`config.mk`:
```
export PLATFORM = sky130hd
export DESIGN_NAME = ifid_hazard_ctrl_flat
export DESIGN_NICKNAME = d
export VERILOG_FILES = /design/src/rtl/ifid_hazard_ctrl_if.sv /design/src/rtl/ifid_hazard_ctrl.sv /design/src/flat_wrapper.sv
export SDC_FILE = /design/constraint.sdc
export NUM_CORES = 1
export LEC_CHECK = 0
export ABC_AREA = 1
export CORE_ASPECT_RATIO = 1.2
export CORE_MARGIN = 4
export CORE_UTILIZATION = 29
export CTS_CLUSTER_DIAMETER = 120
export CTS_CLUSTER_SIZE = 14
export DETAILED_ROUTE_END_ITERATION = 7
export SYNTH_ARGS = -nofsm -noshare
export SYNTH_HDL_FRONTEND = slang
export SYNTH_SLANG_ARGS = --single-unit
```
`constraint.sdc`:
```
create_clock -name clk -period 1.31 [get_ports clk]
set_input_delay 0.262 -clock clk [delete_from_list [all_inputs] [get_ports clk]]
set_output_delay 0.262 -clock clk [all_outputs]
set_load 0.1 [all_outputs]
```
`src/rtl/ifid_hazard_ctrl_if.sv`:
```
// Interface bundling the hazard inputs from ID/EX and the fetch-control
// outputs that steer the PC mux and the IF/ID and ID/EX registers.
// The pipeline datapath is the master; the hazard controller is the slave.
interface ifid_hazard_ctrl_if;

   // Hazard detection inputs
   logic       ex_mem_read;
   logic [2:0] ex_rd;
   logic [2:0] id_rs1;
   logic [2:0] id_rs2;
   logic [1:0] id_rs_used;
   logic       ex_is_ctrl;
   logic       ex_branch_taken;
   logic       int_req;
   logic       rti_done;

   // Fetch / pipeline control outputs
   logic       pc_write;
   logic [1:0] pc_sel;
   logic       ifid_write;
   logic       ifid_flush;
   logic       idex_bubble;
   logic       int_save;
   logic       int_ack;
   logic       in_service;

   modport master (
      output ex_mem_read,
      output ex_rd,
      output id_rs1,
      output id_rs2,
      output id_rs_used,
      output ex_is_ctrl,
      output ex_branch_taken,
      output int_req,
      output rti_done,
      input  pc_write,
      input  pc_sel,
      input  ifid_write,
      input  ifid_flush,
      input  idex_bubble,
      input  int_save,
      input  int_ack,
      input  in_service
   );

   modport slave (
      input  ex_mem_read,
      input  ex_rd,
      input  id_rs1,
      input  id_rs2,
      input  id_rs_used,
      input  ex_is_ctrl,
      input  ex_branch_taken,
      input  int_req,
      input  rti_done,
      output pc_write,
      output pc_sel,
      output ifid_write,
      output ifid_flush,
      output idex_bubble,
      output int_save,
      output int_ack,
      output in_service
   );

endinterface

```
`src/rtl/ifid_hazard_ctrl.sv`:
```
// IF/ID hazard controller.
// Decides every cycle whether fetch advances, stalls for a load-use hazard,
// is flushed by a taken branch, or is redirected into the interrupt entry
// sequence (flush, INT_CYCLES push micro-ops, then vector fetch).
// All control outputs are combinational from the current state and inputs;
// only the FSM state, the push counter and in_service are registered.
// INT_CYCLES must lie in 1..7 and fit in CNT_W bits.
module ifid_hazard_ctrl #(
   parameter int INT_CYCLES = 2,
   parameter int CNT_W      = 3
) (
   input logic              clk,
   input logic              rst_n,
   ifid_hazard_ctrl_if.slave hz
);

   typedef enum logic [1:0] {
      RUN      = 2'd0,
      STALL    = 2'd1,
      INT_SAVE = 2'd2,
      INT_JUMP = 2'd3
   } state_t;

   localparam logic [1:0] PC_SEL_SEQ    = 2'b00;
   localparam logic [1:0] PC_SEL_BRANCH = 2'b01;
   localparam logic [1:0] PC_SEL_VECTOR = 2'b10;

   // Counter value on the last INT_SAVE cycle
   localparam logic [CNT_W-1:0] LAST_COUNT = CNT_W'(INT_CYCLES - 1);

   state_t           state_q;
   state_t           state_d;
   logic [CNT_W-1:0] count_q;
   logic [CNT_W-1:0] count_d;
   logic             inService_q;
   logic             inService_d;

   logic             rs1Hit;
   logic             rs2Hit;
   logic             loadUse;
   logic             intEligible;

   logic             pcWrite;
   logic [1:0]       pcSel;
   logic             ifidWrite;
   logic             ifidFlush;
   logic             idexBubble;
   logic             intSave;
   logic             intAck;

   // Load-use detection: a load in EX writing a register that the
   // instruction in IF/ID actually reads must be separated by one bubble.
   always_comb begin
      rs1Hit  = hz.id_rs_used[0] && (hz.ex_rd == hz.id_rs1);
      rs2Hit  = hz.id_rs_used[1] && (hz.ex_rd == hz.id_rs2);
      loadUse = hz.ex_mem_read && (rs1Hit || rs2Hit);
      // An interrupt is only taken at a clean boundary: no nesting, no
      // unresolved control transfer in EX and no pending load-use stall.
      intEligible = hz.int_req && !inService_q && !hz.ex_is_ctrl && !loadUse;
   end

   // Next-state and output decode; outputs default to free-running fetch
   always_comb begin
      state_d     = state_q;
      count_d     = count_q;
      inService_d = inService_q;
      pcWrite     = 1'b1;
      pcSel       = PC_SEL_SEQ;
      ifidWrite   = 1'b1;
      ifidFlush   = 1'b0;
      idexBubble  = 1'b0;
      intSave     = 1'b0;
      intAck      = 1'b0;

      if (!rst_n) begin
         // Reset keeps outputs at the free-running defaults and forces the
         // registered state back to RUN, dropping any interrupt in flight.
         state_d     = RUN;
         count_d     = '0;
         inService_d = 1'b0;
      end else begin
         if (hz.rti_done) begin
            inService_d = 1'b0;
         end

         case (state_q)
            RUN: begin
               if (hz.ex_branch_taken) begin
                  pcSel      = PC_SEL_BRANCH;
                  ifidFlush  = 1'b1;
                  idexBubble = 1'b1;
               end else if (intEligible) begin
                  pcWrite   = 1'b0;
                  ifidWrite = 1'b0;
                  ifidFlush = 1'b1;
                  count_d   = '0;
                  state_d   = INT_SAVE;
               end else if (loadUse) begin
                  pcWrite    = 1'b0;
                  ifidWrite  = 1'b0;
                  idexBubble = 1'b1;
                  state_d    = STALL;
               end
            end

            STALL: begin
               // The bubble has already resolved the hazard, so load-use is
               // ignored here; a taken branch still redirects fetch.
               if (hz.ex_branch_taken) begin
                  pcSel      = PC_SEL_BRANCH;
                  ifidFlush  = 1'b1;
                  idexBubble = 1'b1;
               end
               state_d = RUN;
            end

            INT_SAVE: begin
               // Fetch frozen while ID/EX carries the return PC/flags pushes;
               // the sequence runs to completion even if int_req drops.
               pcWrite   = 1'b0;
               ifidWrite = 1'b0;
               ifidFlush = 1'b1;
               intSave   = 1'b1;
               count_d   = count_q + CNT_W'(1);
               if (count_q == LAST_COUNT) begin
                  state_d = INT_JUMP;
               end
            end

            INT_JUMP: begin
               // Fetch from the interrupt vector; setting in_service here
               // overrides a coincident rti_done.
               pcSel       = PC_SEL_VECTOR;
               ifidFlush   = 1'b1;
               intAck      = 1'b1;
               inService_d = 1'b1;
               state_d     = RUN;
            end

            default: begin
               state_d = RUN;
            end
         endcase
      end
   end

   // State, push counter and in-service flag registers
   always_ff @(posedge clk) begin
      state_q     <= state_d;
      count_q     <= count_d;
      inService_q <= inService_d;
   end

   assign hz.pc_write    = pcWrite;
   assign hz.pc_sel      = pcSel;
   assign hz.ifid_write  = ifidWrite;
   assign hz.ifid_flush  = ifidFlush;
   assign hz.idex_bubble = idexBubble;
   assign hz.int_save    = intSave;
   assign hz.int_ack     = intAck;
   assign hz.in_service  = inService_q;

endmodule

```
`src/flat_wrapper.sv`:
```
// flat-port wrapper written by rule: the top's interface ports become plain ports
module ifid_hazard_ctrl_flat 
#(
   parameter int INT_CYCLES = 2,
   parameter int CNT_W      = 3
)
  (clk, rst_n, hz_ex_mem_read, hz_ex_rd, hz_id_rs1, hz_id_rs2, hz_id_rs_used, hz_ex_is_ctrl, hz_ex_branch_taken, hz_int_req, hz_rti_done, hz_pc_write, hz_pc_sel, hz_ifid_write, hz_ifid_flush, hz_idex_bubble, hz_int_save, hz_int_ack, hz_in_service);
  ifid_hazard_ctrl_if hz_i ();
  input logic clk;
  input logic rst_n;
  input wire logic [$bits(hz_i.ex_mem_read)-1:0] hz_ex_mem_read;
  input wire logic [$bits(hz_i.ex_rd)-1:0] hz_ex_rd;
  input wire logic [$bits(hz_i.id_rs1)-1:0] hz_id_rs1;
  input wire logic [$bits(hz_i.id_rs2)-1:0] hz_id_rs2;
  input wire logic [$bits(hz_i.id_rs_used)-1:0] hz_id_rs_used;
  input wire logic [$bits(hz_i.ex_is_ctrl)-1:0] hz_ex_is_ctrl;
  input wire logic [$bits(hz_i.ex_branch_taken)-1:0] hz_ex_branch_taken;
  input wire logic [$bits(hz_i.int_req)-1:0] hz_int_req;
  input wire logic [$bits(hz_i.rti_done)-1:0] hz_rti_done;
  output wire logic [$bits(hz_i.pc_write)-1:0] hz_pc_write;
  output wire logic [$bits(hz_i.pc_sel)-1:0] hz_pc_sel;
  output wire logic [$bits(hz_i.ifid_write)-1:0] hz_ifid_write;
  output wire logic [$bits(hz_i.ifid_flush)-1:0] hz_ifid_flush;
  output wire logic [$bits(hz_i.idex_bubble)-1:0] hz_idex_bubble;
  output wire logic [$bits(hz_i.int_save)-1:0] hz_int_save;
  output wire logic [$bits(hz_i.int_ack)-1:0] hz_int_ack;
  output wire logic [$bits(hz_i.in_service)-1:0] hz_in_service;
  assign hz_i.ex_mem_read = hz_ex_mem_read;
  assign hz_i.ex_rd = hz_ex_rd;
  assign hz_i.id_rs1 = hz_id_rs1;
  assign hz_i.id_rs2 = hz_id_rs2;
  assign hz_i.id_rs_used = hz_id_rs_used;
  assign hz_i.ex_is_ctrl = hz_ex_is_ctrl;
  assign hz_i.ex_branch_taken = hz_ex_branch_taken;
  assign hz_i.int_req = hz_int_req;
  assign hz_i.rti_done = hz_rti_done;
  assign hz_pc_write = hz_i.pc_write;
  assign hz_pc_sel = hz_i.pc_sel;
  assign hz_ifid_write = hz_i.ifid_write;
  assign hz_ifid_flush = hz_i.ifid_flush;
  assign hz_idex_bubble = hz_i.idex_bubble;
  assign hz_int_save = hz_i.int_save;
  assign hz_int_ack = hz_i.int_ack;
  assign hz_in_service = hz_i.in_service;
  ifid_hazard_ctrl #(.INT_CYCLES(INT_CYCLES), .CNT_W(CNT_W)) u_core (.clk(clk), .rst_n(rst_n), .hz(hz_i));
endmodule
```
==> results.sh <==
export IMPL_top_usage_layer="met2"
export IMPL_internal_power_mw=0.493
export IMPL_fin_area_mm2=0.00120
export IMPL_netlist_area_leader_share=0.219
export IMPL_crit_slowest_cell="a31oi_4"
export IMPL_arrival_ns=1.29
export IMPL_clk_pin_slew_ns=0.05
export IMPL_grt_start_max_net_pins=8
export IMPL_use_met1=0.158
export IMPL_boundaryPins=27
export IMPL_worst_pin_slew_ns=0.291
export IMPL_dieWidth_um=47.7
export IMPL_place_hpwl_um=1380
export IMPL_antenna_found_initial=0
export IMPL_grt_usage=0.145
export IMPL_combPwrFrac=0.516
export IMPL_ys_ff_latch=6
export IMPL_grt_pass1_wl_um=2850
export IMPL_ir_worst_vdd_v=0.000543
export IMPL_rsz0062_at_grt="true"
export IMPL_grt_pass1_vias=675
export IMPL_netlist_instances=94
export IMPL_place_gp_congestion=0.696
export IMPL_cts_made_buffers=3
export IMPL_dpl_cell_area_mm2=0.00104
export IMPL_crit_top_cell="nand2_1"
export IMPL_cp_required_ns=1.05
export IMPL_cap_violations=0
export IMPL_met2_usage=0.265
export IMPL_cts_hold_buf=0
export IMPL_synth_compound_area_frac=0.110
export IMPL_clock_power_share=0.228
export IMPL_setup_viol=10
export IMPL_std_cell_rows=16
export IMPL_worstPathCellList="buf_8 > inv_2 > nand2_1 > nand2_1 > nor2_1 > nand2_1 > nand2_2 > nand2_4 > nand2_4 > a31oi_4 > buf_12"
export IMPL_die_h_um=55.6
export IMPL_clockRootBuffer="clkbuf_4"
export IMPL_yosysWarnings=0
export IMPL_syn2layout_area_growth_pct=119
export IMPL_dr_total_vias=708
export IMPL_cts_sinks=6
export IMPL_synth_fa_ha_area_frac=0.0457
export IMPL_cp_top_family="simple AND/OR/NAND/NOR gates"
export IMPL_grt_overflow=0
export IMPL_synth_simple_area_share=0.482
export IMPL_leakagePower_nw=0.575
export IMPL_firstDrtPassIters=2
export IMPL_netlist_area_um2=548
export IMPL_critPathMaxStageDelay_ns=0.23
export IMPL_cp_max_fo=3
export IMPL_slew_headroom=0.805
export IMPL_powerDensity_mw_per_mm2=678
export IMPL_crit_buf_inv=3
export IMPL_synth_top_area_cell="dfxtp_1"
export IMPL_insertion_delay_ns=0.25
export IMPL_synthDistinctLibCells=18
export IMPL_clock_skew_ns=0.00623
export IMPL_multiInputGateArea_um2=467
export IMPL_final_cell_mix="21 x nand2_1, 14 x buf_4, 12 x nor2_1, 10 x buf_12, 9 x inv_2"
export IMPL_wirelength_um=1880
export IMPL_first_iter_violations=4
export IMPL_yosys_area_share_xor_xnor=0
export IMPL_synth_nets=114
export IMPL_cts_tree="built"
export IMPL_finalHoldViolations=0
export IMPL_crit_path_start_kind="input port"
export IMPL_tns_ns=-1.54
export IMPL_ctsHtreeMaxLevel=1
export IMPL_placed_cells=143
export IMPL_yosysSeqAreaShare=0.219
export IMPL_start_util=0.322
export IMPL_max_clock_freq_mhz=643
export IMPL_io_buffers=26
export IMPL_sw_frac_of_total=0.394
export IMPL_violations="negative setup slack"
export IMPL_period_minus_slack_ns=1.56
export IMPL_dieArea_mm2=0.00265
export IMPL_cp_end_kind="output port"
export IMPL_antenna_left=0
export IMPL_pre_cts_slack_ns=-0.645
export IMPL_fin_ws_ns=-0.246
export IMPL_power_switching_mw=0.320
export IMPL_seqCellArea_um2=131
export IMPL_slew_viol_final=0
export IMPL_worstHoldPathType="input port to flop"
export IMPL_synth_top_family_by_area="simple AND/OR/NAND/NOR gates"
export IMPL_drive_above_1_share=0.551
export IMPL_final_cells=156
export IMPL_hold_worst_slack_ns=0.425
export IMPL_synth_area_leaders="dfxtp_1 22%, nand2_1 18%, inv_1 10%"
export IMPL_antenna_cells=0
export IMPL_finalCritPeriodShare=1.19
export IMPL_layout_commonest_cell="nand2_1"
export IMPL_drc=0
export IMPL_layout_nets=159
export IMPL_outcome="finished with violations"
export IMPL_use_met3=0.0324
export IMPL_pwr_share_seq=0.256
export IMPL_synth_area_per_cell_um2=5.83
export IMPL_fillers=143
export IMPL_criticalPathCategory="input port to output port"
export IMPL_synth_mux_area_frac=0
export IMPL_viasPerCell=4.54
export IMPL_core_mm2=0.00170
export IMPL_wl_per_cell_um=12.1
export IMPL_clock_path_buffers=2
-- power groups by stage --
| stage | registers [mW] | clock network, mW | logic (mW) |
|---|---|---|---|
| 2_1_floorplan | 0.209 | 0 | 0.225 |
| 3_3_place_gp | 0.211 | 0 | 0.363 |
| 6_report | 0.208 | 0.185 | 0.419 |
| 5_1_grt | 0.209 | 0.216 | 0.447 |
| 4_1_cts | 0.208 | 0.194 | 0.399 |
| 3_5_place_dp | 0.212 | 0 | 0.369 |
-- metal layers --
layer	wire (µm)	vias to the layer above
met5	0	-
met4	0	0
met3	80	0
li1	-	380
met2	1060	13
met1	743	315
-- cells in the mapped netlist --
cell type / n
a21oi_1: 5
a31oi_1: 2
buf_4: 2
dfxtp_1: 6
ha_1: 2
inv_1: 15
inv_2: 2
nand2_1: 27
nand2_2: 2
nand2_4: 2
nand3_1: 5
nand3_4: 1
nor2_1: 15
nor2_2: 1
nor3_2: 1
o21ai_0: 2
o22ai_1: 2
or2_2: 2
-- flip-flops by register name, indices dropped and copies added, names as in the netlist --
signal                count
u_core.hz.in_service      1
u_core.state_q            2
u_core.count_q            3
-- tightest hold or removal path: stages --
cell	delay, ns
buf_2	0.12
buf_4	0.15
nand2_1	0.06
nor2_1	0.03
-- kinds of logic (layout without fill, tap and decap cells) --
kind of cell / count (synthesis) / count (layout)
flip-flops: 6 / 6
AND/OR/NAND/NOR: 56 / 56
adder cells (fa/ha/maj): 2 / 2
buffers and inverters: 19 / 63
AO/OA/AOI/OAI: 11 / 11
-- path summary, 6_finish.rpt --
path	startpoint	end	slack (ns)	depth (start not counted)
setup / recovery	hz_ex_rd[2]	hz_pc_write	-0.25	11
hold / removal	rst_n	u_core.count_q[2]	0.42	4
setup reg to reg	u_core.hz.in_service	u_core.count_q[0]	-0.14	9
hold reg to reg	u_core.count_q[1]	u_core.count_q[1]	0.52	2
-- final cells by class --
class,count,share of cell area
inverters,17,0.0605
flip-flops and latches,6,0.110
clock buffers,4,0.0219
repair buffers,42,0.400
well taps,18,0.0188
multi-input cells,69,0.389
-- what timing repair did --
action | 4_1_cts | 5_1_grt
buffers inserted | 6 | 3
endpoints found under the setup margin | 13 | 12
gates resized for setup | 72 | 7
pin swaps | 26 | 13
-- through the flow --
stage	util	power [mW]
2_1_floorplan	-	0.434
3_3_place_gp	0.613	0.573
3_5_place_dp	0.613	0.580
4_1_cts	0.682	0.802
5_1_grt	0.704	0.872
6_report	0.704	0.812
Note: power is estimated with default switching activity, not from simulation.
